==> src/rtl/lcd_timing_gen_if.sv <==
// lcd_timing_gen_if
// -----------------------------------------------------------------------------
// Bundles the timing generator's enable input, its video timing outputs and,
// when TG_RUNTIME_CFG_EN is defined, the runtime geometry programming port.
// Clock and reset are plain ports on the generator, not part of this bundle.
//
// Members:
//   iena           clock enable into the generator; low freezes everything
//   ohsync/ovsync  sync outputs, polarity set by the generator's parameters
//   ode            data enable (horizontal and vertical active)
//   ox_coord       active x coordinate, 0 outside DE
//   oy_coord       active y coordinate, 0 outside vertical active lines
//   oframe_start   strobe for the first clock of a frame
//   oline_start    strobe for the first clock of a line
//   icfg_*         shadow geometry load port      (TG_RUNTIME_CFG_EN only)
//   ocfg_pending   shadow loaded but not applied   (TG_RUNTIME_CFG_EN only)
//
// Modports: master = the timing generator, slave = a consumer/driver of it.
// Optional feature macro: TG_RUNTIME_CFG_EN
// -----------------------------------------------------------------------------
interface lcd_timing_gen_if #(
  parameter int COORD_W = 12
);
  logic               iena;
  logic               ohsync;
  logic               ovsync;
  logic               ode;
  logic [COORD_W-1:0] ox_coord;
  logic [COORD_W-1:0] oy_coord;
  logic               oframe_start;
  logic               oline_start;

`ifdef TG_RUNTIME_CFG_EN
  logic               icfg_load;
  logic [COORD_W-1:0] icfg_h_pixel;
  logic [COORD_W-1:0] icfg_h_front;
  logic [COORD_W-1:0] icfg_h_pulse;
  logic [COORD_W-1:0] icfg_h_back;
  logic [COORD_W-1:0] icfg_v_pixel;
  logic [COORD_W-1:0] icfg_v_front;
  logic [COORD_W-1:0] icfg_v_pulse;
  logic [COORD_W-1:0] icfg_v_back;
  logic               ocfg_pending;

  modport master (
    input  iena, icfg_load,
    input  icfg_h_pixel, icfg_h_front, icfg_h_pulse, icfg_h_back,
    input  icfg_v_pixel, icfg_v_front, icfg_v_pulse, icfg_v_back,
    output ohsync, ovsync, ode, ox_coord, oy_coord, oframe_start, oline_start,
    output ocfg_pending
  );

  modport slave (
    output iena, icfg_load,
    output icfg_h_pixel, icfg_h_front, icfg_h_pulse, icfg_h_back,
    output icfg_v_pixel, icfg_v_front, icfg_v_pulse, icfg_v_back,
    input  ohsync, ovsync, ode, ox_coord, oy_coord, oframe_start, oline_start,
    input  ocfg_pending
  );
`else
  modport master (
    input  iena,
    output ohsync, ovsync, ode, ox_coord, oy_coord, oframe_start, oline_start
  );

  modport slave (
    output iena,
    input  ohsync, ovsync, ode, ox_coord, oy_coord, oframe_start, oline_start
  );
`endif
endinterface

==> src/rtl/lcd_timing_gen.sv <==
// lcd_timing_gen
// -----------------------------------------------------------------------------
// Display timing generator for the LVDS pattern path. Two counters walk the
// frame (h_cnt across a line, v_cnt across lines) in the order sync, back
// porch, active, front porch. Every output is registered from the counter
// state present at the enabled edge, so outputs lag the counters by one
// enabled clock.
//
// Ports:
//   iclk   pixel clock, everything on the rising edge
//   irst   synchronous active-high reset
//   tg     lcd_timing_gen_if.master: iena in, hsync/vsync/de/coords/strobes
//          out, plus the runtime geometry port when the feature is enabled
//
// Optional feature macro: TG_RUNTIME_CFG_EN
//   Defined   - geometry can be reprogrammed through a shadow register that is
//               copied into the active geometry on the last clock of a frame.
//   Undefined - geometry is fixed to the parameters.
// -----------------------------------------------------------------------------
module lcd_timing_gen #(
  parameter int   H_PIXEL = 1920,
  parameter int   H_FRONT = 88,
  parameter int   H_PULSE = 44,
  parameter int   H_BACK  = 148,
  parameter int   V_PIXEL = 1080,
  parameter int   V_FRONT = 4,
  parameter int   V_PULSE = 5,
  parameter int   V_BACK  = 36,
  parameter logic HS_POL  = 1'b0,
  parameter logic VS_POL  = 1'b0,
  parameter int   COORD_W = 12
) (
  input logic              iclk,
  input logic              irst,
  lcd_timing_gen_if.master tg
);

  typedef struct packed {
    logic [COORD_W-1:0] h_pulse;
    logic [COORD_W-1:0] h_back;
    logic [COORD_W-1:0] h_pixel;
    logic [COORD_W-1:0] h_front;
    logic [COORD_W-1:0] v_pulse;
    logic [COORD_W-1:0] v_back;
    logic [COORD_W-1:0] v_pixel;
    logic [COORD_W-1:0] v_front;
  } geom_t;

  localparam geom_t PARAM_GEO = geom_t'({
    COORD_W'(H_PULSE), COORD_W'(H_BACK), COORD_W'(H_PIXEL), COORD_W'(H_FRONT),
    COORD_W'(V_PULSE), COORD_W'(V_BACK), COORD_W'(V_PIXEL), COORD_W'(V_FRONT)
  });

  geom_t              geo;
  logic [COORD_W-1:0] h_cnt;
  logic [COORD_W-1:0] v_cnt;
  logic [COORD_W-1:0] h_act_start;
  logic [COORD_W-1:0] h_act_end;
  logic [COORD_W-1:0] h_total;
  logic [COORD_W-1:0] v_act_start;
  logic [COORD_W-1:0] v_act_end;
  logic [COORD_W-1:0] v_total;
  logic               h_last;
  logic               v_last;
  logic               in_h_act;
  logic               in_v_act;

  // Region boundaries follow the sync, back porch, active, front porch order,
  // so each boundary is the running sum of the fields before it.
  assign h_act_start = geo.h_pulse + geo.h_back;
  assign h_act_end   = h_act_start + geo.h_pixel;
  assign h_total     = h_act_end + geo.h_front;
  assign v_act_start = geo.v_pulse + geo.v_back;
  assign v_act_end   = v_act_start + geo.v_pixel;
  assign v_total     = v_act_end + geo.v_front;

  // ">=" rather than "==" so a counter can never run past the end of a line
  // or frame and wander through the full counter range.
  assign h_last   = (h_cnt >= h_total - COORD_W'(1));
  assign v_last   = (v_cnt >= v_total - COORD_W'(1));
  assign in_h_act = (h_cnt >= h_act_start) && (h_cnt < h_act_end);
  assign in_v_act = (v_cnt >= v_act_start) && (v_cnt < v_act_end);

`ifdef TG_RUNTIME_CFG_EN
  geom_t shadow_geo;
  geom_t load_geo;
  logic  pending;
  logic  frame_last;

  // A zero-length region would break the counter wrap, so zero fields are
  // promoted to one before they reach the shadow.
  function automatic logic [COORD_W-1:0] non_zero(input logic [COORD_W-1:0] val);
    return (val == '0) ? COORD_W'(1) : val;
  endfunction

  assign load_geo = geom_t'({
    non_zero(tg.icfg_h_pulse), non_zero(tg.icfg_h_back),
    non_zero(tg.icfg_h_pixel), non_zero(tg.icfg_h_front),
    non_zero(tg.icfg_v_pulse), non_zero(tg.icfg_v_back),
    non_zero(tg.icfg_v_pixel), non_zero(tg.icfg_v_front)
  });

  assign frame_last      = h_last && v_last;
  assign tg.ocfg_pending = pending;

  // Shadow capture happens on any edge, independent of iena. The shadow is
  // copied into the active geometry only on the enabled edge that closes a
  // frame, so the counters restart at (0,0) with a consistent geometry. The
  // load check comes second so a load on that same edge lands in the shadow
  // and stays pending for the following frame boundary.
  always_ff @(posedge iclk) begin
    if (irst) begin
      geo        <= PARAM_GEO;
      shadow_geo <= PARAM_GEO;
      pending    <= 1'b0;
    end else begin
      if (tg.iena && frame_last) begin
        geo     <= shadow_geo;
        pending <= 1'b0;
      end
      if (tg.icfg_load) begin
        shadow_geo <= load_geo;
        pending    <= 1'b1;
      end
    end
  end
`else
  assign geo = PARAM_GEO;
`endif

  // Main timing process. Outputs are decoded from the counter values present
  // at this edge, then the counters advance, which gives the one-clock output
  // latency. With iena low nothing moves, including the strobes, so a strobe
  // that was high stays high until the next enabled edge.
  always_ff @(posedge iclk) begin
    if (irst) begin
      h_cnt           <= '0;
      v_cnt           <= '0;
      tg.ohsync       <= ~HS_POL;
      tg.ovsync       <= ~VS_POL;
      tg.ode          <= 1'b0;
      tg.ox_coord     <= '0;
      tg.oy_coord     <= '0;
      tg.oframe_start <= 1'b0;
      tg.oline_start  <= 1'b0;
    end else if (tg.iena) begin
      tg.ohsync       <= (h_cnt < geo.h_pulse) ? HS_POL : ~HS_POL;
      tg.ovsync       <= (v_cnt < geo.v_pulse) ? VS_POL : ~VS_POL;
      tg.ode          <= in_h_act && in_v_act;
      tg.ox_coord     <= (in_h_act && in_v_act) ? (h_cnt - h_act_start) : '0;
      tg.oy_coord     <= in_v_act ? (v_cnt - v_act_start) : '0;
      tg.oframe_start <= (h_cnt == '0) && (v_cnt == '0);
      tg.oline_start  <= (h_cnt == '0);

      if (h_last) begin
        h_cnt <= '0;
        v_cnt <= v_last ? '0 : v_cnt + COORD_W'(1);
      end else begin
        h_cnt <= h_cnt + COORD_W'(1);
      end
    end
  end

endmodule

==> src/flat_wrapper.sv <==
// flat-port wrapper written by rule: the top's interface ports become plain ports
module lcd_timing_gen_flat 
#(
  parameter int   H_PIXEL = 1920,
  parameter int   H_FRONT = 88,
  parameter int   H_PULSE = 44,
  parameter int   H_BACK  = 148,
  parameter int   V_PIXEL = 1080,
  parameter int   V_FRONT = 4,
  parameter int   V_PULSE = 5,
  parameter int   V_BACK  = 36,
  parameter logic HS_POL  = 1'b0,
  parameter logic VS_POL  = 1'b0,
  parameter int   COORD_W = 12
)
  (iclk, irst, tg_iena, tg_ohsync, tg_ovsync, tg_ode, tg_ox_coord, tg_oy_coord, tg_oframe_start, tg_oline_start);
  lcd_timing_gen_if #(.COORD_W(COORD_W)) tg_i ();
  input logic iclk;
  input logic irst;
  input wire logic [$bits(tg_i.iena)-1:0] tg_iena;
  output wire logic [$bits(tg_i.ohsync)-1:0] tg_ohsync;
  output wire logic [$bits(tg_i.ovsync)-1:0] tg_ovsync;
  output wire logic [$bits(tg_i.ode)-1:0] tg_ode;
  output wire logic [$bits(tg_i.ox_coord)-1:0] tg_ox_coord;
  output wire logic [$bits(tg_i.oy_coord)-1:0] tg_oy_coord;
  output wire logic [$bits(tg_i.oframe_start)-1:0] tg_oframe_start;
  output wire logic [$bits(tg_i.oline_start)-1:0] tg_oline_start;
  assign tg_i.iena = tg_iena;
  assign tg_ohsync = tg_i.ohsync;
  assign tg_ovsync = tg_i.ovsync;
  assign tg_ode = tg_i.ode;
  assign tg_ox_coord = tg_i.ox_coord;
  assign tg_oy_coord = tg_i.oy_coord;
  assign tg_oframe_start = tg_i.oframe_start;
  assign tg_oline_start = tg_i.oline_start;
  lcd_timing_gen #(.H_PIXEL(H_PIXEL), .H_FRONT(H_FRONT), .H_PULSE(H_PULSE), .H_BACK(H_BACK), .V_PIXEL(V_PIXEL), .V_FRONT(V_FRONT), .V_PULSE(V_PULSE), .V_BACK(V_BACK), .HS_POL(HS_POL), .VS_POL(VS_POL), .COORD_W(COORD_W)) u_core (.iclk(iclk), .irst(irst), .tg(tg_i));
endmodule
==> config.mk <==
export PLATFORM = sky130hd
export DESIGN_NAME = lcd_timing_gen_flat
export DESIGN_NICKNAME = d
export VERILOG_FILES = /design/src/rtl/lcd_timing_gen_if.sv /design/src/rtl/lcd_timing_gen.sv /design/src/flat_wrapper.sv
export SDC_FILE = /design/constraint.sdc
export NUM_CORES = 1
export LEC_CHECK = 0
export CORE_MARGIN = 2
export CORE_UTILIZATION = 30
export CTS_BUF_LIST = sky130_fd_sc_hd__clkbuf_8
export DETAILED_ROUTE_END_ITERATION = 12
export PLACE_DENSITY_LB_ADDON = 0.2
export SLEW_MARGIN = 10
export SYNTH_ARGS = -nofsm -noshare
export SYNTH_HDL_FRONTEND = slang
export SYNTH_SLANG_ARGS = --single-unit
==> constraint.sdc <==
create_clock -name iclk -period 3.36 [get_ports iclk]
set_input_delay 0.336 -clock iclk [delete_from_list [all_inputs] [get_ports iclk]]
set_output_delay 0.336 -clock iclk [all_outputs]
set_load 0.05 [all_outputs]
==> out/results.txt <==
The logs give 980 ps for the minimum setup slack among reg-to-reg paths and 0.002728 sq mm for the netlist area before placement. Of all nets on the critical path, the largest fanout is 13. The later pin in the worst-skew pair is clocked with a latency of 310 ps.

The number of DRC markers after the initial detailed-route iteration came out at 143. In this run, distinct cell masters in the synthesized netlist total 52. The logs give 1.074 nW for the leakage dissipation and 2 for the number of levels in the clock H-tree. The repair_antennas step left the layout with diodes totalling 0.

The actual slew at the worst max-slew pin was 955.9 ps; the required arrival time at the worst endpoint was 3530 ps. Across all setup checks in the final design, the least slack found is 982.9 ps. TritonCTS built the clock tree.

The number of failing hold endpoints at the final stage was 0. For this run, the top clock speed supported by timing is 420.7 MHz. Placement row count: 34. The multi-input combinational cells in the finished layout cover a total of 0.001501 sq mm.

The post-layout net count is 342, and the minimum period implied by the final worst setup slack is 2377 ps. In this run the critical register-to-register path is captured at u_core.h_cnt[5]. After detailed routing, the number of remaining DRC violations is 0. The area enclosed by the die boundary was 0.009870 sq mm; the async set-or-reset flop fraction in the synthesized netlist was 0%. The share of synthesized area in the top cell type comes to 38.90%. Buffers inserted during clock tree synthesis total 5. The number of global-route vias before repair is 2050, and the largest net degree at the start of global routing is 26. The startpoint identified for the worst register-to-register timing path is u_core.h_cnt[1].

The kind of capture point of the worst setup path is a flip-flop. In the final routed layout, each cell accounts on average for 14.33 um. The number of top-level design ports is 32.

The leading register cell type out of synthesis is sky130_fd_sc_hd__dfxtp_1. The effective utilization at floorplan is 31.13%, and the width of the die is 99.35 um. The power per unit of standard cell area is 337.9 mW/mm^2, and the number of max-slew violations in the final report is 0. Counting every instance in the synthesized netlist gives 315.

For this run, the register share of the synthesized area comes to 38.90%. Summed over all layers, the routed wires come to 6.292 mm. The tools report the data arrival time of the worst path as 2550 ps. The share of total power dissipated in the clock network is 34.4%. The flow ran to the end, and the final reports show no timing, DRC or antenna violations. IR analysis of the VDD net gives a maximum drop of 144.4 uV. The first detailed-routing pass took 4 iterations.

Yosys attributes the largest share of cell area to sky130_fd_sc_hd__dfxtp_1 (39%), sky130_fd_sc_hd__nand2_1 (4.4%), sky130_fd_sc_hd__xnor2_1 (4.2%), sky130_fd_sc_hd__ha_1 (4.1%), sky130_fd_sc_hd__a22o_1 (3.5%). The floorplan die height is 99.35 um, and the share of total power in sequential cells is 60.2%. The root buffer selected by CTS is sky130_fd_sc_hd__clkbuf_8. The number of cells in the finished layout apart from fillers came out at 439. The worst min-delay path class is reg -> reg. The post-route netlist has 6.042% of its cells at a drive strength greater than 1. Before CTS, the worst setup slack after placement is 845.1 ps.

The port buffer count was 31. The remaining global-route overflow is 0. The run gives 5.4% as the proportion of power drawn by combinational gates. In this run switching power makes up 24.83% of total power. Counting every sink on the clock net gives 53. The count of antenna-violating nets left after detailed routing was 0; the number of synthesized flops with an enable pin was 0. The kind of launch point of the worst setup path is a flip-flop. At the end of routability-driven placement, the weighted congestion stood at 0.8148. The critical path is of the reg -> reg type.

After routing, the total negative slack on setup checks comes to 0 ps. Buffer levels on the longest clock path: 2. The cell type with the highest aggregate area in the netlist is sky130_fd_sc_hd__dfxtp_1. Setup repair after global routing left no endpoint under its margin. The initial antenna violation count was 0; the remaining max-slew budget at the tightest pin was 35.84%.

In the global route stage, overall resource usage came out at 13.08%. The count of cells resized by post-cts repair came out at 0. The net switching power is 264.9 uW. The worst hold path terminates at u_core.tg.oy_coord[11]. The startpoint of the tightest hold check path is u_core.tg.oy_coord[11]. The first global-routing pass estimated 10.55 mm of wire.

Setup violations remaining at the end of the flow were counted as 0. Dividing the detail-routed via count by the number of cells gives 5.123. The mean instance size in the synthesized netlist was 8.659 sq um.

Cell internal power was estimated by the tool at 802.2 uW. The post-CTS setup-driven buffer insertion count is 0, and the share of the clock period used by the worst path after layout is 70.75%. The cell depth of the worst min-delay path is 2, and the final hold slack is 451.0 ps. Counting cells, the worst reg-to-reg path comes to 5. The core region is 0.008763 sq mm. After clock tree synthesis, the clock-pin slew on the worst setup and hold paths is 100 ps. The total of flip-flops plus latches after synthesis came out at 53.

Across the whole layout, storage elements account for 0.001061 sq mm. For this run, the number of Yosys warnings is 0. Once placement completed, the tool counted placed cells totaling 431. The run gives 2249 as the detailed-route via count.

The fill cell total of the finished layout was 923. The number of maximum-capacitance violations was 0; the half-perimeter wire length of the detailed placement result was 4.483 mm. The clock skew is 5.983 ps.

Compared with the post-synthesis result, the final layout area differs by 15.78%. In this run, post-CTS hold repair placed 0 buffers. Counting every net in the synthesized netlist gives 327.
==> how the worst max path moves through the flow <==
stage	start	endpoint	slack (ps)	cells after the start
floorplan	u_core.v_cnt[0]	u_core.tg.ox_coord[1]	1500	7
global placement	tg_iena	u_core.v_cnt[9]	870	6
detailed placement	tg_iena	u_core.v_cnt[9]	850	6
CTS	u_core.h_cnt[1]	u_core.h_cnt[5]	910	5
global route	u_core.h_cnt[1]	u_core.h_cnt[0]	690	5
finish	u_core.h_cnt[1]	u_core.h_cnt[5]	980	5
==> per-stage QoR <==
stage               utilization [%]  total power, mW  instance area [sq um]
finish                        36.04            1.067                   3158
detailed placement            35.01           0.7160                   3068
floorplan                         -           0.6945                   2728
CTS                           36.04            1.086                   3158
global placement              35.01           0.7155                   3068
global route                  36.04            1.126                   3158
==> power by group through the flow <==
stage	Combinational (mW)	Clock [mW]	Sequential, mW
2_1_floorplan	0.0271	0	0.667
3_3_place_gp	0.0579	0	0.658
3_5_place_dp	0.0585	0	0.657
4_1_cts	0.0587	0.384	0.643
5_1_grt	0.0637	0.417	0.645
6_report	0.0576	0.367	0.643
==> worst max-delay path, stage by stage (launching register included) <==
cell and delay (ps):
sky130_fd_sc_hd__dfxtp_1 480, sky130_fd_sc_hd__ha_1 320, sky130_fd_sc_hd__a211oi_1 130, sky130_fd_sc_hd__o21a_1 370, sky130_fd_sc_hd__o21ai_1 820, sky130_fd_sc_hd__nor2_1 110
==> cells by family (layout without fill, tap and decap cells) <==
group                      Yosys count  after routing  share of synthesized area, %
buffers and inverters               36             52                         6.055
DFF                                 53             53                         38.90
and+or+nand+nor                    116            116                         22.84
adders and majority gates            9              9                         4.129
xor gates and xnor gates            21             21                         6.743
muxes                                1              1                        0.3670
AOI/OAI and AO/OA                   79             79                         20.96
==> routing by layer <==
metal	vias up	routed length, um	track usage (%)
li1	1165	-	-
met1	1048	3398	19.89
met2	32	2640	18.92
met3	4	175	1.897
met4	0	78	4.110
met5	-	0	0
==> state kept, by name, indices dropped and copies added (netlist names) <==
register and flops:
u_core.v_cnt 12, u_core.tg.ohsync 1, u_core.tg.ode 1, u_core.tg.oline_start 1, u_core.tg.oframe_start 1, u_core.tg.ox_coord 12, u_core.tg.ovsync 1, u_core.h_cnt 12
u_core.tg.oy_coord 12
==> cell usage after synthesis (4+ instances only) <==
master                     instances
sky130_fd_sc_hd__a211oi_1          6
sky130_fd_sc_hd__a21oi_1           7
sky130_fd_sc_hd__a22o_1           11
sky130_fd_sc_hd__buf_2             9
sky130_fd_sc_hd__clkbuf_1         13
sky130_fd_sc_hd__dfxtp_1          53
sky130_fd_sc_hd__ha_1              9
sky130_fd_sc_hd__inv_1            10
sky130_fd_sc_hd__nand2_1          32
sky130_fd_sc_hd__nand3_1          14
sky130_fd_sc_hd__nand4_1           7
sky130_fd_sc_hd__nor2_1           20
sky130_fd_sc_hd__nor2b_1           4
sky130_fd_sc_hd__nor3_1            7
sky130_fd_sc_hd__nor4_1            6
sky130_fd_sc_hd__o211ai_1          8
sky130_fd_sc_hd__o21ai_0          15
sky130_fd_sc_hd__o21ai_1           6
sky130_fd_sc_hd__o31ai_1           7
sky130_fd_sc_hd__or3_1             5
sky130_fd_sc_hd__or4_1             4
sky130_fd_sc_hd__xnor2_1          13
sky130_fd_sc_hd__xor2_1            8
==> placed cells by master (no fill, tap or decap), drive strengths merged, types with 4 or more instances in the layout <==
cell type and instances:
dfxtp 53, nand2 32, clkdlybuf4s50 31, o21ai 22, nor2 20, nand3 15, xnor2 13, a22o 11
inv 11, ha 9, xor2 8, o211ai 8, a211oi 8, a21oi 7, o31ai 7, nor3 7
nand4 7, nor4 7, or3 6, or4 6, clkbuf 5, nor2b 4
==> final cells by class <==
| class | instances | share of cell area, % |
|---|---|---|
| Sequential cell | 53 | 33.60 |
| Tap cell | 108 | 4.279 |
| Inverter | 10 | 1.189 |
| Timing Repair Buffer | 34 | 10.54 |
| Multi-Input combinational cell | 226 | 47.54 |
| Clock buffer | 5 | 2.179 |
| Clock inverter | 3 | 0.6735 |
Note: power is estimated with default switching activity, not from simulation.
